**config.mk**
```make
export PLATFORM = sky130hd
export DESIGN_NAME = fifo_uart_dual
export DESIGN_NICKNAME = d
export VERILOG_FILES = /design/src/rtl/fifo_uart_dual.sv
export SDC_FILE = /design/constraint.sdc
export NUM_CORES = 1
export LEC_CHECK = 0
export ABC_AREA = 1
export ABC_CLOCK_PERIOD_IN_PS = 2250
export CORE_MARGIN = 1
export CORE_UTILIZATION = 45
export DETAILED_ROUTE_END_ITERATION = 10
export PLACE_DENSITY = 0.67
export SETUP_SLACK_MARGIN = 0.1
export SYNTH_ARGS = -nofsm -noshare
export SYNTH_HDL_FRONTEND = slang
export SYNTH_SLANG_ARGS = --single-unit
```
**constraint.sdc**
```tcl
create_clock -name clk -period 2.25 [get_ports clk]
set_input_delay 0.675 -clock clk [delete_from_list [all_inputs] [get_ports clk]]
set_output_delay 0.675 -clock clk [all_outputs]
set_load 0.1 [all_outputs]
```
**src/rtl/fifo_uart_dual.sv**
```systemverilog
// fifo_uart_dual: 8N1 UART with TX and RX FIFOs, RTS/CTS flow control and
// sticky framing/overrun error flags. Baud timing is derived internally from
// FREQ_HZ/BAUDS (DIV clocks per bit).
//
// Ports:
//   clk, reset          system clock, synchronous active-high reset
//   tx / rx             serial out (idle high) / serial in (asynchronous)
//   cts_in              remote ready to receive
//   cts                 we can accept data (RX free entries > CTS_MARGIN)
//   wr, tx_data         push a byte into the TX FIFO
//   tx_full, tx_idle    TX FIFO full / TX FIFO empty and line idle
//   rd, rx_data         pop RX FIFO head / head byte (first-word fall-through)
//   data_ready          RX FIFO non-empty
//   rx_level            RX FIFO occupancy
//   frame_err, overrun  sticky error flags, cleared by err_clr
module fifo_uart_dual #(
    parameter int FREQ_HZ    = 10000000,
    parameter int BAUDS      = 115200,
    parameter int TX_DEPTH   = 16,
    parameter int RX_DEPTH   = 16,
    parameter int CTS_MARGIN = 4,
    parameter int FLOW_CTRL  = 1
) (
    input  logic                        clk,
    input  logic                        reset,
    output logic                        tx,
    input  logic                        rx,
    input  logic                        cts_in,
    output logic                        cts,
    input  logic                        wr,
    input  logic [7:0]                  tx_data,
    input  logic                        rd,
    output logic [7:0]                  rx_data,
    output logic                        data_ready,
    output logic                        tx_full,
    output logic                        tx_idle,
    output logic [$clog2(RX_DEPTH):0]   rx_level,
    output logic                        frame_err,
    output logic                        overrun,
    input  logic                        err_clr
);
    localparam int DIV = FREQ_HZ / BAUDS;
    localparam int CW  = $clog2(DIV);
    localparam int TAW = $clog2(TX_DEPTH);
    localparam int RAW = $clog2(RX_DEPTH);
    localparam logic [CW-1:0] BIT_LAST  = CW'(DIV - 1);
    localparam logic [CW-1:0] HALF_LAST = CW'(DIV / 2 - 1);

    typedef enum logic [1:0] {T_IDLE, T_START, T_DATA, T_STOP} tx_st_t;
    typedef enum logic [1:0] {R_IDLE, R_START, R_DATA, R_STOP} rx_st_t;

    // ---------------- TX FIFO ----------------
    logic [7:0]     tx_mem [TX_DEPTH];
    logic [TAW-1:0] tx_wp, tx_rp;
    logic [TAW:0]   tx_cnt;
    logic           tx_empty, tx_push, tx_pop, tx_can;

    assign tx_empty = (tx_cnt == '0);
    assign tx_full  = (tx_cnt == (TAW+1)'(TX_DEPTH));
    // A pop in the same cycle frees the slot, so a write to a full FIFO lands.
    assign tx_push  = wr && (!tx_full || tx_pop);
    assign tx_can   = !tx_empty && (cts_in || FLOW_CTRL == 0);

    always_ff @(posedge clk)
        if (tx_push) tx_mem[tx_wp] <= tx_data;

    always_ff @(posedge clk) begin
        if (reset) begin
            tx_wp  <= '0;
            tx_rp  <= '0;
            tx_cnt <= '0;
        end else begin
            if (tx_push) tx_wp <= tx_wp + 1'b1;
            if (tx_pop)  tx_rp <= tx_rp + 1'b1;
            case ({tx_push, tx_pop})
                2'b10:   tx_cnt <= tx_cnt + 1'b1;
                2'b01:   tx_cnt <= tx_cnt - 1'b1;
                default: ;
            endcase
        end
    end

    // ---------------- TX engine ----------------
    tx_st_t        tx_st, tx_st_nxt;
    logic [CW-1:0] tx_bcnt;
    logic [2:0]    tx_bit;
    logic [7:0]    tx_sh;
    logic          tx_bit_end;

    assign tx_bit_end = (tx_bcnt == BIT_LAST);
    assign tx_idle    = tx_empty && (tx_st == T_IDLE);

    always_comb begin
        tx_st_nxt = tx_st;
        tx_pop    = 1'b0;
        tx        = 1'b1;
        case (tx_st)
            T_IDLE:
                if (tx_can) begin
                    tx_pop    = 1'b1;
                    tx_st_nxt = T_START;
                end
            T_START: begin
                tx = 1'b0;
                if (tx_bit_end) tx_st_nxt = T_DATA;
            end
            T_DATA: begin
                tx = tx_sh[0];
                if (tx_bit_end && tx_bit == 3'd7) tx_st_nxt = T_STOP;
            end
            T_STOP:
                // Chain straight into the next start bit: no idle gap.
                if (tx_bit_end) begin
                    if (tx_can) begin
                        tx_pop    = 1'b1;
                        tx_st_nxt = T_START;
                    end else begin
                        tx_st_nxt = T_IDLE;
                    end
                end
            default: ;
        endcase
    end

    always_ff @(posedge clk) begin
        if (reset) begin
            tx_st   <= T_IDLE;
            tx_bcnt <= '0;
            tx_bit  <= '0;
            tx_sh   <= '0;
        end else begin
            tx_st <= tx_st_nxt;
            if (tx_pop) begin
                tx_sh   <= tx_mem[tx_rp];
                tx_bcnt <= '0;
                tx_bit  <= '0;
            end else if (tx_st != T_IDLE) begin
                tx_bcnt <= tx_bit_end ? '0 : tx_bcnt + 1'b1;
                if (tx_st == T_DATA && tx_bit_end) begin
                    tx_sh  <= {1'b0, tx_sh[7:1]};
                    tx_bit <= tx_bit + 1'b1;
                end
            end
        end
    end

    // ---------------- RX engine ----------------
    rx_st_t        rx_st, rx_st_nxt;
    logic          rx_s1, rx_s2, rx_prev;
    logic [CW-1:0] rx_bcnt;
    logic [2:0]    rx_bit;
    logic [7:0]    rx_sh;
    logic          rx_bad;      // stop bit seen low; wait for line to return high
    logic          rx_bit_end, rx_push, rx_full, set_fe, set_ovr;

    assign rx_bit_end = (rx_bcnt == BIT_LAST);

    always_ff @(posedge clk) begin
        if (reset) begin
            rx_s1   <= 1'b1;
            rx_s2   <= 1'b1;
            rx_prev <= 1'b1;
        end else begin
            rx_s1   <= rx;
            rx_s2   <= rx_s1;
            rx_prev <= rx_s2;
        end
    end

    always_comb begin
        rx_st_nxt = rx_st;
        rx_push   = 1'b0;
        set_fe    = 1'b0;
        set_ovr   = 1'b0;
        case (rx_st)
            R_IDLE:
                if (rx_prev && !rx_s2) rx_st_nxt = R_START;
            R_START:
                // High at mid start bit means the edge was a glitch.
                if (rx_bcnt == HALF_LAST) rx_st_nxt = rx_s2 ? R_IDLE : R_DATA;
            R_DATA:
                if (rx_bit_end && rx_bit == 3'd7) rx_st_nxt = R_STOP;
            R_STOP:
                if (rx_bit_end) begin
                    if (rx_s2) begin
                        rx_st_nxt = R_IDLE;
                        if (!rx_bad) begin
                            if (rx_full) set_ovr = 1'b1;
                            else         rx_push = 1'b1;
                        end
                    end else if (!rx_bad) begin
                        set_fe = 1'b1;
                    end
                end
            default: ;
        endcase
    end

    always_ff @(posedge clk) begin
        if (reset) begin
            rx_st   <= R_IDLE;
            rx_bcnt <= '0;
            rx_bit  <= '0;
            rx_sh   <= '0;
            rx_bad  <= 1'b0;
        end else begin
            rx_st <= rx_st_nxt;
            case (rx_st)
                R_IDLE: begin
                    rx_bcnt <= '0;
                    rx_bit  <= '0;
                    rx_bad  <= 1'b0;
                end
                R_START:
                    rx_bcnt <= (rx_bcnt == HALF_LAST) ? '0 : rx_bcnt + 1'b1;
                R_DATA:
                    if (rx_bit_end) begin
                        rx_bcnt <= '0;
                        rx_sh   <= {rx_s2, rx_sh[7:1]};
                        rx_bit  <= rx_bit + 1'b1;
                    end else begin
                        rx_bcnt <= rx_bcnt + 1'b1;
                    end
                R_STOP:
                    // Counter parks at mid-bit while waiting for a low stop to end.
                    if (!rx_bit_end)  rx_bcnt <= rx_bcnt + 1'b1;
                    else if (!rx_s2)  rx_bad  <= 1'b1;
                default: ;
            endcase
        end
    end

    // ---------------- RX FIFO ----------------
    logic [7:0]     rx_mem [RX_DEPTH];
    logic [RAW-1:0] rx_wp, rx_rp;
    logic           rx_pop;

    assign data_ready = (rx_level != '0);
    assign rx_full    = (rx_level == (RAW+1)'(RX_DEPTH));
    assign rx_pop     = rd && data_ready;
    assign rx_data    = rx_mem[rx_rp];

    always_ff @(posedge clk)
        if (rx_push) rx_mem[rx_wp] <= rx_sh;

    always_ff @(posedge clk) begin
        if (reset) begin
            rx_wp     <= '0;
            rx_rp     <= '0;
            rx_level  <= '0;
            cts       <= 1'b1;
            frame_err <= 1'b0;
            overrun   <= 1'b0;
        end else begin
            if (rx_push) rx_wp <= rx_wp + 1'b1;
            if (rx_pop)  rx_rp <= rx_rp + 1'b1;
            case ({rx_push, rx_pop})
                2'b10:   rx_level <= rx_level + 1'b1;
                2'b01:   rx_level <= rx_level - 1'b1;
                default: ;
            endcase
            cts <= (RX_DEPTH - int'(rx_level)) > CTS_MARGIN;
            // Set beats clear.
            if (set_fe)       frame_err <= 1'b1;
            else if (err_clr) frame_err <= 1'b0;
            if (set_ovr)      overrun   <= 1'b1;
            else if (err_clr) overrun   <= 1'b0;
        end
    end
endmodule
```
==> flow_summary.rst <==
.. list-table::
   :header-rows: 1

   * - Metric
     - Value
   * - Weighted congestion at the end of routability-driven global placement
     - 0.831
   * - Count of routing violations after the opening detailed-route iteration
     - 846
   * - Share of synthesized area occupied by flip-flops and latches
     - 65.2%
   * - Overflow left after global routing
     - 0
   * - Number of flops mapped to enable cells by yosys
     - 256
   * - Switching share of power
     - 36.4%
   * - Post-Syn Instances
     - 1324
   * - Share of the synthesized area in the top cell type
     - 53.9%
   * - Antenna violations before repair
     - 0
   * - RSZ-0062 raised after global routing
     - true
   * - Total number of vias
     - 9954
   * - CTS Root Buffer Type
     - sky130_fd_sc_hd__clkbuf_16
   * - Number of cells on the critical path
     - 8
   * - NetSw
     - 7.93 mW
   * - Synthesized Nets
     - 1374
   * - Initial DRT Pass Iterations
     - 5
   * - Final period utilization
     - 123%
   * - Max-slew violation count
     - 0
   * - Synthesized cell area
     - 14300 um2
   * - Count of synthesis-stage warnings from yosys
     - 0
   * - Number of global-route vias before repair
     - 9755
   * - Worst path arrival time
     - 2080 ps
   * - Die boundary height
     - 180 um
   * - Cell area after layout
     - 18100 um2
   * - TritonCTS clock tree
     - yes
   * - Total die area
     - 32400 um2
   * - Post-placement setup slack
     - -337 ps
   * - Minimum setup slack in the final design
     - -508 ps
   * - Initial core utilization
     - 46.2%
   * - Sort of element at the end of the critical path
     - primary output
   * - Worst-path cell chain
     - buf_4 > o21ai_0 > o21ai_0 > buf_4 > o211ai_1 > buf_4 > nand2_4 > buf_12
   * - Class of the worst hold path
     - reg -> reg
   * - Max-cap violations
     - 0
   * - Post-synthesis sequential element count
     - 337
   * - Clock period minus worst slack
     - 2760 ps
   * - Post-synthesis cell type count
     - 41
   * - CTS H-tree lvls
     - 2
   * - FMAX
     - 363 MHz
   * - Slew @ Worst Pin
     - 770 ps
   * - Clock share of power
     - 25.9%
   * - Number of filler instances in the final layout
     - 2498
   * - Core area
     - 30900 um2
   * - Main area contributors after synthesis
     - sky130_fd_sc_hd__edfxtp_1 54%, sky130_fd_sc_hd__dfxtp_1 11%, sky130_fd_sc_hd__nand2_1 6.5%
   * - Pin count of the biggest net entering global routing
     - 65
   * - Routed Wire Length
     - 31900 um
   * - Worst Clk Skew
     - 20.2 ps
   * - Num ports
     - 35
   * - Depth of the worst register-to-register path
     - 15
   * - Fraction of registers with async set/reset
     - 0%
   * - Leakage power total
     - 6.73 nW
   * - Count of endpoints failing hold in the final timing report
     - 0
   * - Kind of launch point of the worst setup path
     - flip-flop
   * - Remaining number of nets flagged by the antenna check after routing
     - 0
   * - Area growth from synthesis to final layout
     - 26.7%
   * - HP Start
     - rx_s1
   * - Sequential power share
     - 33.7%
   * - Cell occurring most often along the worst timing path
     - sky130_fd_sc_hd__buf_4
   * - Crit path kind
     - reg -> out
   * - Total routing resource utilization after global routing
     - 19.7%
   * - Detail-routed net length per standard cell
     - 16.8 um
   * - Final setup fails
     - 10
   * - Post-layout net count
     - 1529
   * - Clock latency on the worst-skew pair
     - 530 ps
   * - Hold Crit Depth
     - 1
   * - Number of buffer and inverter stages on the critical path
     - 4
   * - Crit path max-delay cell type
     - sky130_fd_sc_hd__dfxtp_4
   * - Pwr Density
     - 1200 nW/um2
   * - Cell type contributing the most total cell area after synthesis
     - sky130_fd_sc_hd__edfxtp_1
   * - Layout cells sized above 1
     - 23.5%
   * - Total number of placement rows
     - 64
   * - Antenna Diode Count
     - 0
   * - Commonest register cell after synthesis
     - sky130_fd_sc_hd__edfxtp_1
   * - Die width
     - 180 um
   * - Required time at the worst-slack endpoint
     - 1570 ps
   * - TritonCTS sink count
     - 337
   * - Max stage delay on crit path
     - 400 ps
   * - FF-to-FF Start
     - rx_level[2]
   * - Per-cell via count in the routed design
     - 5.23
   * - Area post-placement
     - 16200 um2
   * - Total power
     - 21.8 mW
   * - Worst slew margin relative to its limit
     - 48.6%
   * - HPWL after detailed placement
     - 19800 um
   * - Outcome
     - finished with violations
   * - Cell internal pwr
     - 13.9 mW
   * - Number of buffers on the longest clock path
     - 3
   * - Maximum fanout along the worst path
     - 6
   * - Syn_area_per_cell
     - 10.8 um2
   * - Worst IR Drop VDD
     - 1.32 mV
   * - Multi-input gate area
     - 4850 um2
   * - Total clock buffers created by CTS
     - 36
   * - Seq. cell area
     - 9360 um2
   * - Number of buffers added on ports
     - 34
   * - Remaining design rule violation count
     - 0
   * - Wire length of the first global-routing pass
     - 51200 um
   * - Comb power frac
     - 40.4%
   * - Top cell family by delay on the critical path
     - buffers and inverters
   * - Clock slew at the register clock pins of the worst setup and hold paths
     - 60 ps
   * - Violated checks
     - setup timing
-- cell usage after synthesis (2+ instances only) --
cell type / n
sky130_fd_sc_hd__nand2_2: 3
sky130_fd_sc_hd__dfxtp_1: 81
sky130_fd_sc_hd__buf_1: 7
sky130_fd_sc_hd__nand2_4: 2
sky130_fd_sc_hd__or2_2: 6
sky130_fd_sc_hd__nand3_2: 3
sky130_fd_sc_hd__edfxtp_1: 256
sky130_fd_sc_hd__mux2i_1: 32
sky130_fd_sc_hd__xor2_1: 8
sky130_fd_sc_hd__o21ai_0: 100
sky130_fd_sc_hd__nand2_1: 247
sky130_fd_sc_hd__o21ai_1: 2
sky130_fd_sc_hd__nor2_2: 3
sky130_fd_sc_hd__clkinv_1: 2
sky130_fd_sc_hd__ha_1: 33
sky130_fd_sc_hd__xnor2_1: 3
sky130_fd_sc_hd__o211ai_1: 32
sky130_fd_sc_hd__inv_1: 105
sky130_fd_sc_hd__fa_1: 2
sky130_fd_sc_hd__a31oi_1: 2
sky130_fd_sc_hd__a211oi_1: 3
sky130_fd_sc_hd__inv_2: 4
sky130_fd_sc_hd__o21a_1: 2
sky130_fd_sc_hd__nor3_1: 7
sky130_fd_sc_hd__a21oi_1: 87
sky130_fd_sc_hd__nor4_1: 2
sky130_fd_sc_hd__buf_6: 2
sky130_fd_sc_hd__nand3_1: 107
sky130_fd_sc_hd__buf_4: 4
sky130_fd_sc_hd__nor2_1: 125
sky130_fd_sc_hd__buf_2: 18
sky130_fd_sc_hd__clkbuf_1: 25
-- power by group through the flow --
stage	sequential, mW	clock, mW	combinational, mW
final	7.34	5.65	8.79
after global routing	7.37	5.98	9.55
after CTS	7.32	5.72	8.42
after detailed placement	7.38	0	7.83
after global placement	7.37	0	7.71
after floorplan	7.66	0	4.88
-- stage by stage --
step | util [%] | hold WS [ps] | std cells | setup TNS [ps]
after global placement | 52.3 | 393 | 1801 | -34730
after detailed placement | 52.3 | 398 | 1801 | -35830
after global routing | 58.5 | 440 | 1902 | -4900
after floorplan | - | 389 | 1324 | -1180
after CTS | 57.5 | 420 | 1896 | -3900
final | 58.5 | 413 | 1902 | -3750
-- layout by cell type, fill, tap and decap left out, types with 5 or more instances in the layout --
cell,instances
sky130_fd_sc_hd__edfxtp_1,256
sky130_fd_sc_hd__nand2_1,224
sky130_fd_sc_hd__buf_4,113
sky130_fd_sc_hd__nor2_1,101
sky130_fd_sc_hd__nand3_1,97
sky130_fd_sc_hd__inv_1,91
sky130_fd_sc_hd__o21ai_0,82
sky130_fd_sc_hd__a21oi_1,81
sky130_fd_sc_hd__dfxtp_1,63
sky130_fd_sc_hd__clkbuf_16,37
sky130_fd_sc_hd__o211ai_1,32
sky130_fd_sc_hd__mux2i_1,31
sky130_fd_sc_hd__buf_12,28
sky130_fd_sc_hd__ha_1,20
sky130_fd_sc_hd__nor2_4,18
sky130_fd_sc_hd__buf_6,16
sky130_fd_sc_hd__nand2_2,14
sky130_fd_sc_hd__nand2_4,14
sky130_fd_sc_hd__o21ai_1,14
sky130_fd_sc_hd__clkdlybuf4s50_1,14
sky130_fd_sc_hd__ha_4,12
sky130_fd_sc_hd__dfxtp_4,12
sky130_fd_sc_hd__inv_2,11
sky130_fd_sc_hd__nand3_2,11
sky130_fd_sc_hd__nor2_2,10
sky130_fd_sc_hd__clkbuf_1,10
sky130_fd_sc_hd__clkinv_1,8
sky130_fd_sc_hd__xor2_1,8
sky130_fd_sc_hd__a21oi_2,7
sky130_fd_sc_hd__o21ai_2,6
sky130_fd_sc_hd__nor3_1,6
sky130_fd_sc_hd__dfxtp_2,6
sky130_fd_sc_hd__or2_2,5
-- path summary, 6_finish.rpt --
check | endpoint | slack, ps
worst max register to register | rx_level[4] | 30
worst max-delay path | rx_data[2] | -510
worst min register to register | rx_s2 | 410
worst min-delay path | rx_s2 | 410
-- cells by family (layout without fill, tap and decap cells) --
family,after synthesis,count (layout),synth area share (%)
AOI/OAI and AO/OA,232,232,8.89
xor gates and xnor gates,11,11,0.675
adders and majority gates,35,35,3.17
buffers and inverters,168,350,4.79
DFF,337,337,65.2
muxes,32,32,2.24
and+or+nand+nor,509,509,15.0
-- registers in the layout, indices dropped and copies added (netlist names), 4 cells and up, named ones only --
register,count
tx_bcnt,7
rx_level,5
rx_bcnt,7
tx_wp,4
tx_cnt,5
tx_mem,128
rx_sh,8
rx_rp,4
tx_sh,8
rx_mem,128
tx_rp,4
rx_wp,4
-- cell type report --
type                            count  area share [%]
Sequential cell                   337            51.7
Timing Repair Buffer              174            10.0
Multi-Input combinational cell    819            26.8
Clock buffer                       47            5.26
Tap cell                          396            2.74
Clock inverter                     18           0.961
Inverter                          111            2.43
-- repair_timing --
item | 4_1_cts | 5_1_grt
resized for setup | 68 | 71
cloned | 2 | 1
setup endpoints to repair | 23 | 210
setup buffers | 28 | 8
hold buffers | 0 | 0
endpoints found under the hold margin | 0 | 0
pin swaps | 23 | 25
-- routing by layer --
metal | part of all wire [%] | routed length, um | vias to the layer above | global-route usage [%]
li1 | - | - | 4892 | -
met5 | 0 | 0 | - | 0
met2 | 48 | 15300 | 258 | 33.0
met3 | 4.6 | 1460 | 72 | 2.53
met1 | 45 | 14200 | 4732 | 26.5
met4 | 2.8 | 890 | 0 | 6.46
Note: power is estimated with default switching activity, not from simulation.
